**src/rtl/lsu_pkg.sv**
```systemverilog
// Shared types and RV32I load/store size codes for the read-modify-write LSU.
// Also holds the request legality helpers used at capture time.
package lsu_pkg;

    typedef enum logic [1:0] {
        IDLE,
        ACCESS,
        WRITE,
        RESP
    } state_t;

    localparam logic [2:0] LB  = 3'b000;
    localparam logic [2:0] LH  = 3'b001;
    localparam logic [2:0] LW  = 3'b010;
    localparam logic [2:0] LBU = 3'b100;
    localparam logic [2:0] LHU = 3'b101;
    localparam logic [2:0] SB  = 3'b000;
    localparam logic [2:0] SH  = 3'b001;
    localparam logic [2:0] SW  = 3'b010;

    function automatic logic funct3_legal(input logic we, input logic [2:0] f);
        if (we)
            return f inside {SB, SH, SW};
        return f inside {LB, LH, LW, LBU, LHU};
    endfunction

    // Only meaningful for legal codes: bits [1:0] give the access size.
    function automatic logic misaligned(input logic [2:0] f, input logic [1:0] offset);
        case (f[1:0])
            2'b01:   return offset[0];
            2'b10:   return offset != 2'b00;
            default: return 1'b0;
        endcase
    endfunction

endpackage

```
**src/rtl/lsu_align.sv**
```systemverilog
// Combinational lane logic: extract and extend a loaded lane, or merge a
// sub-word store lane into the word just read from memory.
module lsu_align
    import lsu_pkg::*;
(
    input  logic [2:0]  funct3,
    input  logic [1:0]  offset,
    input  logic [31:0] word,
    input  logic [31:0] wdata,
    output logic [31:0] load_data,
    output logic [31:0] merged
);

    logic [4:0]  shamt;
    logic [31:0] shifted;
    logic [31:0] mask;

    assign shamt   = {offset, 3'b000};
    assign shifted = word >> shamt;

    always_comb begin
        // NOTE: assign a default before the case so no path leaves the output unassigned (which would infer a latch).
        load_data = word;
        case (funct3)
            LB:      load_data = {{24{shifted[7]}}, shifted[7:0]};
            LH:      load_data = {{16{shifted[15]}}, shifted[15:0]};
            LBU:     load_data = {24'h0, shifted[7:0]};
            LHU:     load_data = {16'h0, shifted[15:0]};
            default: load_data = word;
        endcase
    end

    always_comb begin
        mask   = (funct3 == SB) ? (32'h0000_00FF << shamt) : (32'h0000_FFFF << shamt);
        merged = (word & ~mask) | ((wdata << shamt) & mask);
    end

endmodule

```
**src/rtl/lsu_rmw.sv**
```systemverilog
// Load/store unit for a word-only memory: sub-word stores become a
// read-modify-write; all memory strobes and responses are registered.
module lsu_rmw
    import lsu_pkg::*;
#(
    parameter int MEM_WORDS = 256
) (
    input  logic        clk,
    input  logic        rst_n,
    input  logic        req_valid,
    output logic        req_ready,
    input  logic        req_we,
    input  logic [2:0]  req_funct3,
    input  logic [31:0] req_addr,
    input  logic [31:0] req_wdata,
    output logic        resp_valid,
    output logic [31:0] resp_rdata,
    output logic        resp_err,
    output logic [31:0] mem_addr,
    output logic [31:0] mem_write_data,
    output logic        mem_write,
    output logic        mem_read,
    input  logic [31:0] mem_read_data
);

    state_t      state;
    logic        we_q;
    logic [2:0]  funct3_q;
    logic [1:0]  offset_q;
    logic [31:0] wdata_q;
    logic [31:0] load_data;
    logic [31:0] merged;
    logic        req_err;

    lsu_align u_align (
        .funct3    (funct3_q),
        .offset    (offset_q),
        .word      (mem_read_data),
        .wdata     (wdata_q),
        .load_data (load_data),
        .merged    (merged)
    );

    assign req_ready = (state == IDLE);
    assign req_err   = !funct3_legal(req_we, req_funct3)
                     || misaligned(req_funct3, req_addr[1:0])
                     || ({2'b00, req_addr[31:2]} >= MEM_WORDS);

    // mem_addr doubles as the captured word address; it is zero outside ACCESS/WRITE.
    always_ff @(posedge clk or negedge rst_n) begin
        if (!rst_n) begin
            state          <= IDLE;
            we_q           <= 1'b0;
            funct3_q       <= 3'b000;
            offset_q       <= 2'b00;
            wdata_q        <= 32'h0;
            resp_valid     <= 1'b0;
            resp_err       <= 1'b0;
            resp_rdata     <= 32'h0;
            mem_addr       <= 32'h0;
            mem_write_data <= 32'h0;
            mem_write      <= 1'b0;
            mem_read       <= 1'b0;
        end else begin
            // NOTE: state registers use non-blocking assignments so every update sees pre-edge values.
            case (state)
                IDLE: if (req_valid) begin
                    we_q       <= req_we;
                    funct3_q   <= req_funct3;
                    offset_q   <= req_addr[1:0];
                    wdata_q    <= req_wdata;
                    resp_rdata <= 32'h0;
                    if (req_err) begin
                        state      <= RESP;
                        resp_valid <= 1'b1;
                        resp_err   <= 1'b1;
                    end else begin
                        state    <= ACCESS;
                        mem_addr <= {req_addr[31:2], 2'b00};
                        if (req_we && req_funct3 == SW) begin
                            mem_write      <= 1'b1;
                            mem_write_data <= req_wdata;
                        end else begin
                            mem_read <= 1'b1;
                        end
                    end
                end
                ACCESS: begin
                    mem_read       <= 1'b0;
                    mem_write      <= 1'b0;
                    mem_write_data <= 32'h0;
                    if (we_q && funct3_q != SW) begin
                        state          <= WRITE;
                        mem_write      <= 1'b1;
                        mem_write_data <= merged;
                    end else begin
                        state      <= RESP;
                        resp_valid <= 1'b1;
                        mem_addr   <= 32'h0;
                        if (!we_q)
                            resp_rdata <= load_data;
                    end
                end
                WRITE: begin
                    state          <= RESP;
                    resp_valid     <= 1'b1;
                    mem_write      <= 1'b0;
                    mem_write_data <= 32'h0;
                    mem_addr       <= 32'h0;
                end
                RESP: begin
                    state      <= IDLE;
                    resp_valid <= 1'b0;
                    resp_err   <= 1'b0;
                end
                default: state <= IDLE;
            endcase
        end
    end

endmodule

```
**config.mk**
```make
export PLATFORM = sky130hd
export DESIGN_NAME = lsu_rmw
export DESIGN_NICKNAME = d
export VERILOG_FILES = /design/src/rtl/lsu_pkg.sv /design/src/rtl/lsu_align.sv /design/src/rtl/lsu_rmw.sv
export SDC_FILE = /design/constraint.sdc
export NUM_CORES = 1
export LEC_CHECK = 0
export CORE_MARGIN = 3
export CORE_UTILIZATION = 40
export DETAILED_ROUTE_END_ITERATION = 12
export DONT_BUFFER_PORTS = 1
export GPL_ROUTABILITY_DRIVEN = 0
export PLACE_DENSITY = 0.64
export REMOVE_ABC_BUFFERS = 1
export SYNTH_ARGS = -nofsm -noshare
export SYNTH_HDL_FRONTEND = slang
export SYNTH_HIERARCHICAL = 1
export SYNTH_SLANG_ARGS = --single-unit
```
**constraint.sdc**
```tcl
create_clock -name clk -period 2.5 [get_ports clk]
set_input_delay 0.25 -clock clk [delete_from_list [all_inputs] [get_ports clk]]
set_output_delay 0.25 -clock clk [all_outputs]
set_load 0.03 [all_outputs]
```
# Word level (Yosys, flattened, before mapping)
# Index checks and enable logic that the tools add are counted.
# classes
shift	4
n_reduce_logical	21
magnitude_cmp	1
n_eq_ne	20
bitwise_logic	4
muxes	37
# ops
cell	n
2-to-1 mux 32 bit	11
case mux 32 bit (3 select lines)	2
case mux 32 bit (4 select lines)	1
bitwise AND 32 bit	2
case mux 32 bit (2 select lines)	1
NOT 32 bit	1
OR 32 bit	1
left shift 16 x 5 -> 32 bit, first input constant	1
left shift 32 x 5 -> 32 bit	1
left shift 8 x 5 -> 32 bit, first input constant	1
>> shifter 32 x 5 -> 16 bit	1
greater-or-equal comparator 30 x 9 -> 1 bit, second input constant	1
AND reduction 4 bit	4
2-to-1 mux 1 bit	14
equality test 3 bit, second input constant	4
inequality test 2 bit, second input constant	5
case mux 2 bit (4 select lines)	1
equality test 2 bit, second input constant	3
equality test 3 x 1 -> 1 bit, second input constant	2
zero test 3 bit	2
case mux 1 bit (2 select lines)	3
AND reduction 3 bit	2
nonzero test 2 bit	3
nonzero test 3 bit	2
13 further kinds	18
# word_totals
out_inout_bits	101
input_bits	103
reg_bits	140
elab_cells	99

# Logic depth before layout (Yosys ltp)
# depth
depth_word	10
depth_mapped	9
mapped_depth_nobuf	7

# By module
# The synthesis kept the hierarchy.
# by_module_without_submodules
module	instances	cells_each	area_each_um2	seq_area_each_um2
lsu_rmw	1	573	6124.6	3453.3
lsu_align	1	225	1352.5	0.0

# Worst setup path before layout
# No wires, ideal clock.
# synth_path
path_kind	register -> register
from	reg state[0]
to	reg resp_rdata[10]
path_slack_ns	0.450
stages_incl_launch_ff	10
synth_period_minus_slack_ns	2.050
setup_time_ns	0.084
arrival_time_ns	1.966
path_buffers	2
t_required_ns	2.416
path_cell_list	dfrtp_1 -> inv_1 -> ha_1 -> clkbuf_1 -> nor2b_1 -> a21oi_1 -> o21ai_1 -> clkbuf_1 -> nand2_1 -> o21ai_0
# synth_via
elab_chain_len	3
# synth_lines
element	line_no	source
from (decl)	lsu_rmw.sv:26	state_t state;
from (signal assigned)	lsu_rmw.sv:52	state <= IDLE;
from (signal assigned)	lsu_rmw.sv:74	state <= RESP;
from (signal assigned)	lsu_rmw.sv:78	state <= ACCESS;
zero test 2 bit (*)	-	
via req_ready	lsu_rmw.sv:11	output logic req_ready,
inequality test 2 bit (no source line) / nonzero test 2 bit (equally long branches)	-	
AND reduction 4 bit (no source line)	-	
to (signal assigned)	lsu_rmw.sv:101	resp_rdata <= load_data;
to (decl)	lsu_rmw.sv:17	output logic [31:0] resp_rdata,
# Mark *: on every way through the listed nets, which the timed path passes. The rest lies on a longest branch.
# A chain may end at the register's enable or synchronous reset.

# Worst setup path in the final report
# layout_path
from	reg state[1]
to	reg mem_addr[2]
# layout_via
elab_chain_len	3
# layout_lines
element	line_no	source
equality test 2 x 1 -> 1 bit (tied with other cells)	lsu_rmw.sv:66	case (state)
inequality test 2 bit (no source line) / nonzero test 3 bit (equally long branches)	-	
AND reduction 4 bit (no source line)	-	
to (signal assigned)	lsu_rmw.sv:79	mem_addr <= {req_addr[31:2], 2'b00};
to (decl)	lsu_rmw.sv:19	output logic [31:0] mem_addr,
# Parallel ways exist; a longest one is shown, timed or not.

==> impl_metrics.csv <==
group,metric,value,unit
place,dp_hpwl,13900,um
place,dp_cells,941,
route,dr_total_vias,5546,
route,firstDrtPassIters,7,
floorplanning,start_util,0.413,
pwr,power.density,1620,mW/mm^2
timing,fin_crit,2160,ps
clocking,cts-htree-levels,4,
setup_path,path_max_fanout,19,
floorplanning,die_height,137,um
timing,rsz0062_at_grt,"no",
timing,worst_slew_pin_slew,705,ps
layout,diodes,0,
logic_synthesis,netlist_area,0.00689,mm^2
flow_run,maxCapViolCount,0,
global_routing,gr-total-overflow,0,
setup_path,critPathLaunchType,"flop",
layout,area_growth_syn_to_layout,15.1,%
global_routing,grt_usage,0.209,
floorplanning,core,0.0167,mm^2
setup_path,worstPathArrival,2470,ps
timing,setup_viol,0,
layout,final_common_cell,"nand2_1",
layout,final_cell_count_no_fill,993,
global_routing,grt_pass1_wl,30200,um
clocking,path_clk_slew,60,ps
run_status,status,"finished, violations left",
route,highest_layer,"met4",
floorplanning,ios,204,
clocking,cts_hold_buffers,20,
global_routing,antenna_found_initial,0,
floorplanning,die_x,137,um
run_status,violations,"negative hold slack",
logic_synthesis,syn_area_per_cell,9.01,um^2
setup_path,slowest_stage,"dfrtp_1",
setup_path,path_class,"reg2reg",
timing,period_share,0.865,
clocking,numCtsBuffers,17,
setup_path,worst_ep_required_time,2810,ps
layout,fin_util,0.475,
layout,fillerInstances,1628,
clocking,cts_tree,"built",
setup_path,end_kind,"flop",
timing,maxSlewHeadroom,0.527,
setup_path,r2r-start,"state[1]",
route,met3_length,2220,um
global_routing,grt_max_degree,123,
route,wl_met2,9630,um
route,drt_iter0_drc,338,
floorplanning,die_area,0.0188,mm^2
route,avgRoutedWirePerCell,20.2,um
logic_synthesis,netlist_instances,765,
clocking,clockBufferDepth,2,
setup_path,reg2reg_depth,7,
pwr,max-vdd-ir-drop,0.000797,V
route,wl,20100,um
floorplanning,core.rowCount,47,
timing,skew,14.0,ps
route,ant_nets,0,
route,vias_per_cell,5.59,
clocking,cts_root_buf,"clkbuf_16",
timing,max_freq,462,MHz
route,drc,0,
global_routing,grt_pass1_vias,5321,
clocking,cts.sinks,122,
logic_synthesis,yosysWarningCount,6,
layout,drive_above_1_share,0.137,
setup_path,crit_chain,"inv_1, ha_1, o311a_1, or2_0, a21o_1, buf_4, mux2_4",
layout,final_cell_mix,"158 x nand2_1, 121 x dfrtp_1, 95 x o21ai_0, 52 x nor2b_1",
pwr,leakagePower,3.50,nW
worst_hold_path,min_path_type,"in2async",
timing,hold_viol,122,
timing,drv_slew,0,
setup_path,slowest_delay,440,ps
clocking,post_cts_buffers,0,
place,io_buffers,0,
timing,holdWs,-480,ps
route,wl_met1,7990,um
setup_path,startpoint,"state[1]",
clocking,worstSkewPairLatency,420,ps
layout,layout.nets,871,
metrics by stage:
| stage | TNS (ps) | instance area, um^2 | setup slack [ps] | hold slack (ps) | power [W] |
|---|---|---|---|---|---|
| global placement | 0 | 7110 | 405 | -43.0 | 0.0101 |
| global route | 0 | 7930 | 184 | -504 | 0.0137 |
| floorplan | -131790 | 6600 | -1690 | -45.6 | 0.00834 |
| finish | 0 | 7930 | 338 | -480 | 0.0128 |
| detailed placement | 0 | 7110 | 375 | -42.9 | 0.0102 |
| CTS | 0 | 7930 | 325 | -495 | 0.0129 |
report_power, final:
group          internal, W  switching [W]
registers          0.00280        0.00194
logic              0.00223        0.00322
clock network      0.00167       0.000959
total              0.00669        0.00612
worst max-delay path: cells and delay by family (launching register included):
kind | cells | cell delay, ps
AO/OA/AOI/OAI | 2 | 360
adder cells (fa/ha/maj) | 1 | 340
buffers and inverters | 2 | 400
flip-flops | 1 | 440
multiplexers | 1 | 320
AND/OR/NAND/NOR | 1 | 160
sequential cells by signal, summed over array words and instances, names as in the netlist:
signal	count
resp_valid	1
offset_q	2
resp_rdata	32
mem_write_data	32
funct3_q	3
mem_addr	30
we_q	1
mem_read	1
state	2
mem_write	1
resp_err	1
wdata_q	16
what timing repair did:
item / in CTS / in global routing
endpoints found under the hold margin: 142 / 122
endpoints found under the setup margin: 0 / 0
gates resized for setup: 0 / 0
per-layer routing:
layer / global-route usage / vias up
met2: 0.345 / 217
met5: 0 / -
met4: 0.0499 / 0
met1: 0.254 / 2649
met3: 0.0909 / 17
li1: - / 2663
worst paths after layout:
path                                 endpoint  slack, ps
min reg2reg                       wdata_q[10]        540
min in group clk                  funct3_q[0]         50
max reg2reg                       mem_addr[2]        340
min                        mem_write_data[29]       -480
max in group asynchronous            state[0]       2850
max                               mem_addr[2]        340
final cells by class:
class / count / area [um^2] / area share
multi-input combinational: 569 / 3550 / 0.447
sequential: 122 / 3050 / 0.385
clock buffer: 17 / 425 / 0.0536
timing repair buffer: 38 / 385 / 0.0486
tap: 220 / 275 / 0.0347
clock inverter: 15 / 199 / 0.0251
inverter: 12 / 45.0 / 0.00568
Note: power is estimated with default switching activity, not from simulation.
